### src/rtl/psum_tile_buffer.sv
// Partial-sum store/replay buffer between input-channel tiles of the strategy-2 accumulator.
// Optional PSUM_PARITY_EN: per-entry even parity with an injection hook (i_inj_parity_err).
module psum_tile_buffer #(
  parameter int DEPTH  = 64,
  parameter int ADDR_W = 6,
  parameter int PSUM_W = 32
) (
  input  logic              i_clk,
  input  logic              i_rst_n,
  input  logic              i_tile_start,
  input  logic [ADDR_W:0]   i_tile_len,
  input  logic              i_first_tile,
  input  logic              i_last_tile,
  input  logic              i_psum_req,
  output logic [PSUM_W-1:0] o_psum_from_last_tile,
  output logic              o_accumulation,
  input  logic              i_result_valid,
  input  logic [PSUM_W-1:0] i_result,
  output logic              o_final_valid,
  output logic [PSUM_W-1:0] o_final_data,
  output logic              o_busy,
`ifdef PSUM_PARITY_EN
  input  logic              i_inj_parity_err,
`endif
  output logic              o_err
);

  // state  | meaning
  // IDLE   | no tile open, waiting for i_tile_start
  // ACTIVE | replays outstanding, write-backs accepted
  // DRAIN  | all replays issued, waiting for remaining write-backs

  typedef enum logic [1:0] {IDLE, ACTIVE, DRAIN} state_e;

  localparam int PTR_W = ADDR_W + 1;
`ifdef PSUM_PARITY_EN
  localparam int MEM_W = PSUM_W + 1;
`else
  localparam int MEM_W = PSUM_W;
`endif

  state_e            state;
  logic [ADDR_W:0]   len_q, rd_ptr, wr_ptr, rd_nxt, wr_nxt;
  logic              first_q, last_q;
  logic              len_ok, start_ok, start_bad;
  logic              rd_ok, rd_bad, wr_ok, wr_bad, par_bad, err_evt;
  logic [MEM_W-1:0]  mem [DEPTH];
  logic [MEM_W-1:0]  rd_word, wr_word;

  assign len_ok    = (i_tile_len != '0) && (i_tile_len <= PTR_W'(DEPTH));
  assign start_ok  = i_tile_start && (state == IDLE) && len_ok;
  assign start_bad = i_tile_start && !start_ok;

  assign rd_ok  = i_psum_req && (state == ACTIVE) && (rd_ptr < len_q);
  assign rd_bad = i_psum_req && !rd_ok;
  // a result can only follow its own replay, hence wr_ptr < rd_ptr
  assign wr_ok  = i_result_valid && (state != IDLE) && (wr_ptr < len_q) && (wr_ptr < rd_ptr);
  assign wr_bad = i_result_valid && !wr_ok;

  assign rd_nxt  = rd_ptr + PTR_W'(rd_ok);
  assign wr_nxt  = wr_ptr + PTR_W'(wr_ok);
  assign rd_word = mem[rd_ptr[ADDR_W-1:0]];

`ifdef PSUM_PARITY_EN
  assign wr_word = {(^i_result) ^ i_inj_parity_err, i_result};
  assign par_bad = rd_ok && !first_q && ((^rd_word[PSUM_W-1:0]) != rd_word[PSUM_W]);
`else
  assign wr_word = i_result;
  assign par_bad = 1'b0;
`endif

  assign err_evt = start_bad | rd_bad | wr_bad | par_bad;

  always_ff @(posedge i_clk) begin
    if (wr_ok && !last_q) mem[wr_ptr[ADDR_W-1:0]] <= wr_word;
  end

  always_ff @(posedge i_clk or negedge i_rst_n) begin
    if (!i_rst_n) begin
      state                 <= IDLE;
      len_q                 <= '0;
      rd_ptr                <= '0;
      wr_ptr                <= '0;
      first_q               <= 1'b0;
      last_q                <= 1'b0;
      o_psum_from_last_tile <= '0;
      o_accumulation        <= 1'b0;
      o_final_valid         <= 1'b0;
      o_final_data          <= '0;
      o_busy                <= 1'b0;
      o_err                 <= 1'b0;
    end else begin
      o_accumulation <= rd_ok;
      if (rd_ok) o_psum_from_last_tile <= first_q ? '0 : rd_word[PSUM_W-1:0];
      o_final_valid <= wr_ok && last_q;
      if (wr_ok && last_q) o_final_data <= i_result;
      if (err_evt) o_err <= 1'b1;

      case (state)
        IDLE: begin
          if (start_ok) begin
            state   <= ACTIVE;
            len_q   <= i_tile_len;
            first_q <= i_first_tile;
            last_q  <= i_last_tile;
            rd_ptr  <= '0;
            wr_ptr  <= '0;
            o_busy  <= 1'b1;
          end
        end
        ACTIVE: begin
          rd_ptr <= rd_nxt;
          wr_ptr <= wr_nxt;
          if (rd_nxt == len_q) begin
            if (wr_nxt == len_q) begin
              state  <= IDLE;
              o_busy <= 1'b0;
            end else begin
              state <= DRAIN;
            end
          end
        end
        DRAIN: begin
          wr_ptr <= wr_nxt;
          if (wr_nxt == len_q) begin
            state  <= IDLE;
            o_busy <= 1'b0;
          end
        end
        default: begin
          state  <= IDLE;
          o_busy <= 1'b0;
        end
      endcase
    end
  end

endmodule

### config.mk
export PLATFORM = sky130hd
export DESIGN_NAME = psum_tile_buffer
export DESIGN_NICKNAME = d
export VERILOG_FILES = /design/src/rtl/psum_tile_buffer.sv
export SDC_FILE = /design/constraint.sdc
export NUM_CORES = 2
export LEC_CHECK = 0
export ABC_AREA = 1
export CORE_MARGIN = 1.5
export CORE_UTILIZATION = 23
export CTS_CLUSTER_SIZE = 14
export DETAILED_ROUTE_END_ITERATION = 10
export PLACE_DENSITY_LB_ADDON = 0.15
export SLEW_MARGIN = 20
export SYNTH_ARGS = -nofsm -noshare
export SYNTH_HDL_FRONTEND = slang
export SYNTH_SLANG_ARGS = --single-unit
### constraint.sdc
create_clock -name i_clk -period 6.2 [get_ports i_clk]
set_clock_uncertainty 0.05 [all_clocks]
set_input_delay 1.55 -clock i_clk [delete_from_list [all_inputs] [get_ports i_clk]]
set_output_delay 1.55 -clock i_clk [all_outputs]
set_load 0.005 [all_outputs]
==> results.md <==
* Max IR drop VDD at 282 µV
* Filler Cells Inserted at 38900
* Vias in the first global route at 55700
* Die Footprint at 380000 µm²
* Gpl congestion at between 0.7 and 0.8
* Worst path max stage delay at 0.82 ns
* Area Growth Syn to Fin at 17.2%
* HP Start: o_final_data[19]$_DFFE_PN0P_
* Most frequent cells in the layout: nand2_1, edfxtp_1, nand3_1
* Min-Delay Path Class: reg2reg
* Synth area leader: edfxtp_1
* Final worst-path cycle share at 71.6%
* Register area share after synthesis at 73.7%
* Internal power at 26300 µW
* CP top delay family: simple AND/OR/NAND/NOR gates
* Final Util at a little over a quarter
* Vias per cell at 4.53
* CP cell instances: inv_8, ha_1, o211ai_1, nand2_1, nand4_1, o211ai_2, nor2_4, buf_4, nand3_4, nor2_4, buf_4
* Clk network pwr share at 35.4%
* NumNets Final at around 7400
* Remaining DRCs at 0
* Slew Viols, Final at 0
* Final Worst Setup Slack at ~1.8 ns
* Max Root-Sink Buffers at 4
* Slew at the pin with the worst max-slew slack at roughly 1.1 ns
* Area of the mapped netlist at 86500 µm²
* Synth warnings at 0
* Rows at 225
* Startpoint Class: flip-flop
* Clock latency on the worst-skew pair at 0.91 ns
* Routed WL at 318000 µm
* Total power at 39000 µW
* Hold Vio Cnt, Final at 0
* DRT iter0 DRCs at 5108
* Postcts setup bufs at 0
* Most common library cell in the layout ignoring fill and taps: nand2_1
* Drt first pass iters at 5
* Io pins at 114
* Antenna-violating nets left at 0
* PostCTS Resize Cnt at 0
* Hold Crit Depth at 2
* Fmax at 0.225 GHz
* Clock sinks at 2141
* Worst-path clk slew at 0.06 ns
* Final min period at 4.44 ns
* Chip width at 616 µm
* Hold_ws at between 0.4 and 0.5 ns
* Max H-tree Level at 4
* Combinational fraction of design power at roughly 23%
* Syn Inst Count at 7247
* Slowest stage cell on the critical path: nor2_4
* Synthesized Nets at between 7000 and 8000
* Post-CTS Hold Buffers at 0
* Initial Util at 23.1%
* FF-to-FF Start: rd_ptr[1]$_DFFE_PN0P_
* Syn avg cell area at 11.9 µm²
* Vias at 56700
* Worst R2R End: mem[46][26]$_DFFE_PP_
* Crit-path max FO at 80
* Total CTS buffers at 242
* GRT Util Overall at 16.3%
* Crit Path Category: reg2reg
* Antenna violations before repair at 38
* Unrepaired setup endpoints after global routing: false
* Worst Path Arrival at roughly 5 ns
* Layout cell share with drive strength beyond 1 at 8.29%
* Slew headroom at 25.2%
* Worst setup EP type: flip-flop
* Wire per inst at 25.4 µm
* Largest cells by area after synthesis: edfxtp_1, nand3_1, nand2_1, dfrtp_1, buf_2
* Setup_tns at 0 ns
* Final setup violation count at 0
* Worst path bufs/invs at 3
* Flop pwr share at a little over two fifths
* Status: complete, no violations
* Dpl hpwl at 183000 µm
* I/O Buffers at 113
* Hold EP: o_final_data[19]$_DFFE_PN0P_
* Reg2reg setup slack at 1.76 ns
* Switching pwr at 12700 µW
* CTS tree: done
* Netlist cell types at 35
* PD cells at 385 nW/µm²
* Switching share of power at 32.5%
* Pin count of the biggest net entering global routing at between 100 and 150
* CP Data Required Time at 6.76 ns
* Post-synth top area share at 71.1%
* Total of max-cap violations at 0
* First-pass GRT wire length at 445000 µm
* Leak Pwr at 0.0347 µW
* Die H at ~600 µm
* Yosys reg bits at between 2000 and 2500
* FF-to-FF path depth at 11
* Gr ovfl total at 0
* CTS root buf: clkbuf_16
* Area of the core at 375000 µm²
* Setup WS pre-CTS at 1.27 ns
==> how the worst max path moves through the flow <==
stage,start,to,cells after the start
floorplan,i_result_valid,mem[0][0]$_DFFE_PP_,7
global placement,i_result_valid,mem[46][27]$_DFFE_PP_,9
finish,rd_ptr[1]$_DFFE_PN0P_,mem[46][26]$_DFFE_PP_,11
detailed placement,i_result_valid,mem[46][28]$_DFFE_PP_,9
CTS,rd_ptr[1]$_DFFE_PN0P_,mem[46][26]$_DFFE_PP_,11
global route,rd_ptr[1]$_DFFE_PN0P_,mem[46][26]$_DFFE_PP_,11
==> power groups by stage <==
stage	registers [µW]	logic, µW	clock network, µW
floorplan	16500	5260	0
global placement	16800	8940	0
detailed placement	16800	8900	0
CTS	16500	8940	14200
global route	16500	9680	14700
finish	16400	8770	13800
==> synthesized netlist by cell type, drive strengths merged <==
cell type  number
buf           375
dfrtp          93
edfxtp       2048
clkbuf         94
ha             25
o2111ai         1
o22ai          45
nor3            8
o21a            1
a21o            1
o21ai          92
nand3        1848
xor2            1
nor2          165
o211ai          2
nand4          19
o21bai          2
nand2        2338
inv            59
a211oi          1
a21oi          28
clkinv          1
==> cell type report <==
cell class	count	area (µm²)	share of cell area (%)
diodes	8	20.0	0.0197
clock inverters	116	821	0.809
well taps	4994	6250	6.16
inverters	60	264	0.260
multi-input cells	4577	20700	20.4
clock buffers	330	6680	6.58
flip-flops and latches	2141	63800	63.0
repair buffers	300	2860	2.82
==> flip-flops by register name (all words and copies together), names as in the netlist <==
| name | flops |
|---|---|
| state | 2 |
| mem | 2048 |
| rd_ptr | 7 |
| o_accumulation | 1 |
| wr_ptr | 7 |
| last_q | 1 |
| o_busy | 1 |
| len_q | 7 |
| o_final_valid | 1 |
| o_psum_from_last_tile | 32 |
| first_q | 1 |
| o_err | 1 |
| o_final_data | 32 |
==> kinds of logic (layout without fill, tap and decap cells) <==
| group | Yosys count | count (layout) | share of synthesized area [%] |
|---|---|---|---|
| xor+xnor | 1 | 1 | 0.0101 |
| other cells | 0 | 8 | 0 |
| buf+inv | 529 | 806 | 2.93 |
| fa+ha+maj | 25 | 25 | 0.361 |
| compound gates | 173 | 173 | 1.10 |
| simple gates | 4378 | 4378 | 21.9 |
| flops | 2141 | 2141 | 73.7 |
==> per-stage QoR <==
| stage | area [µm²] | cells |
|---|---|---|
| finish | 101000 | 12500 |
| global route | 101000 | 12500 |
| CTS | 101000 | 12500 |
| detailed placement | 93900 | 12100 |
| global placement | 93900 | 12100 |
| floorplan | 86500 | 7247 |
==> worst min-delay path: stages, from the launching register on <==
cell and delay (ns):
dfrtp_1 0.35, nand2_1 0.06, nand2_1 0.05
==> metal layers <==
layer  track usage (%)  up-vias  part of all wire [%]
met5                 0        -                 0.018
met4              3.45       10                   2.1
met3              2.06      333                   4.5
met2              26.5     1330                    46
met1              23.2    29100                    47
li1                  -    25900                     -
Power figures use the tool's default switching activity.
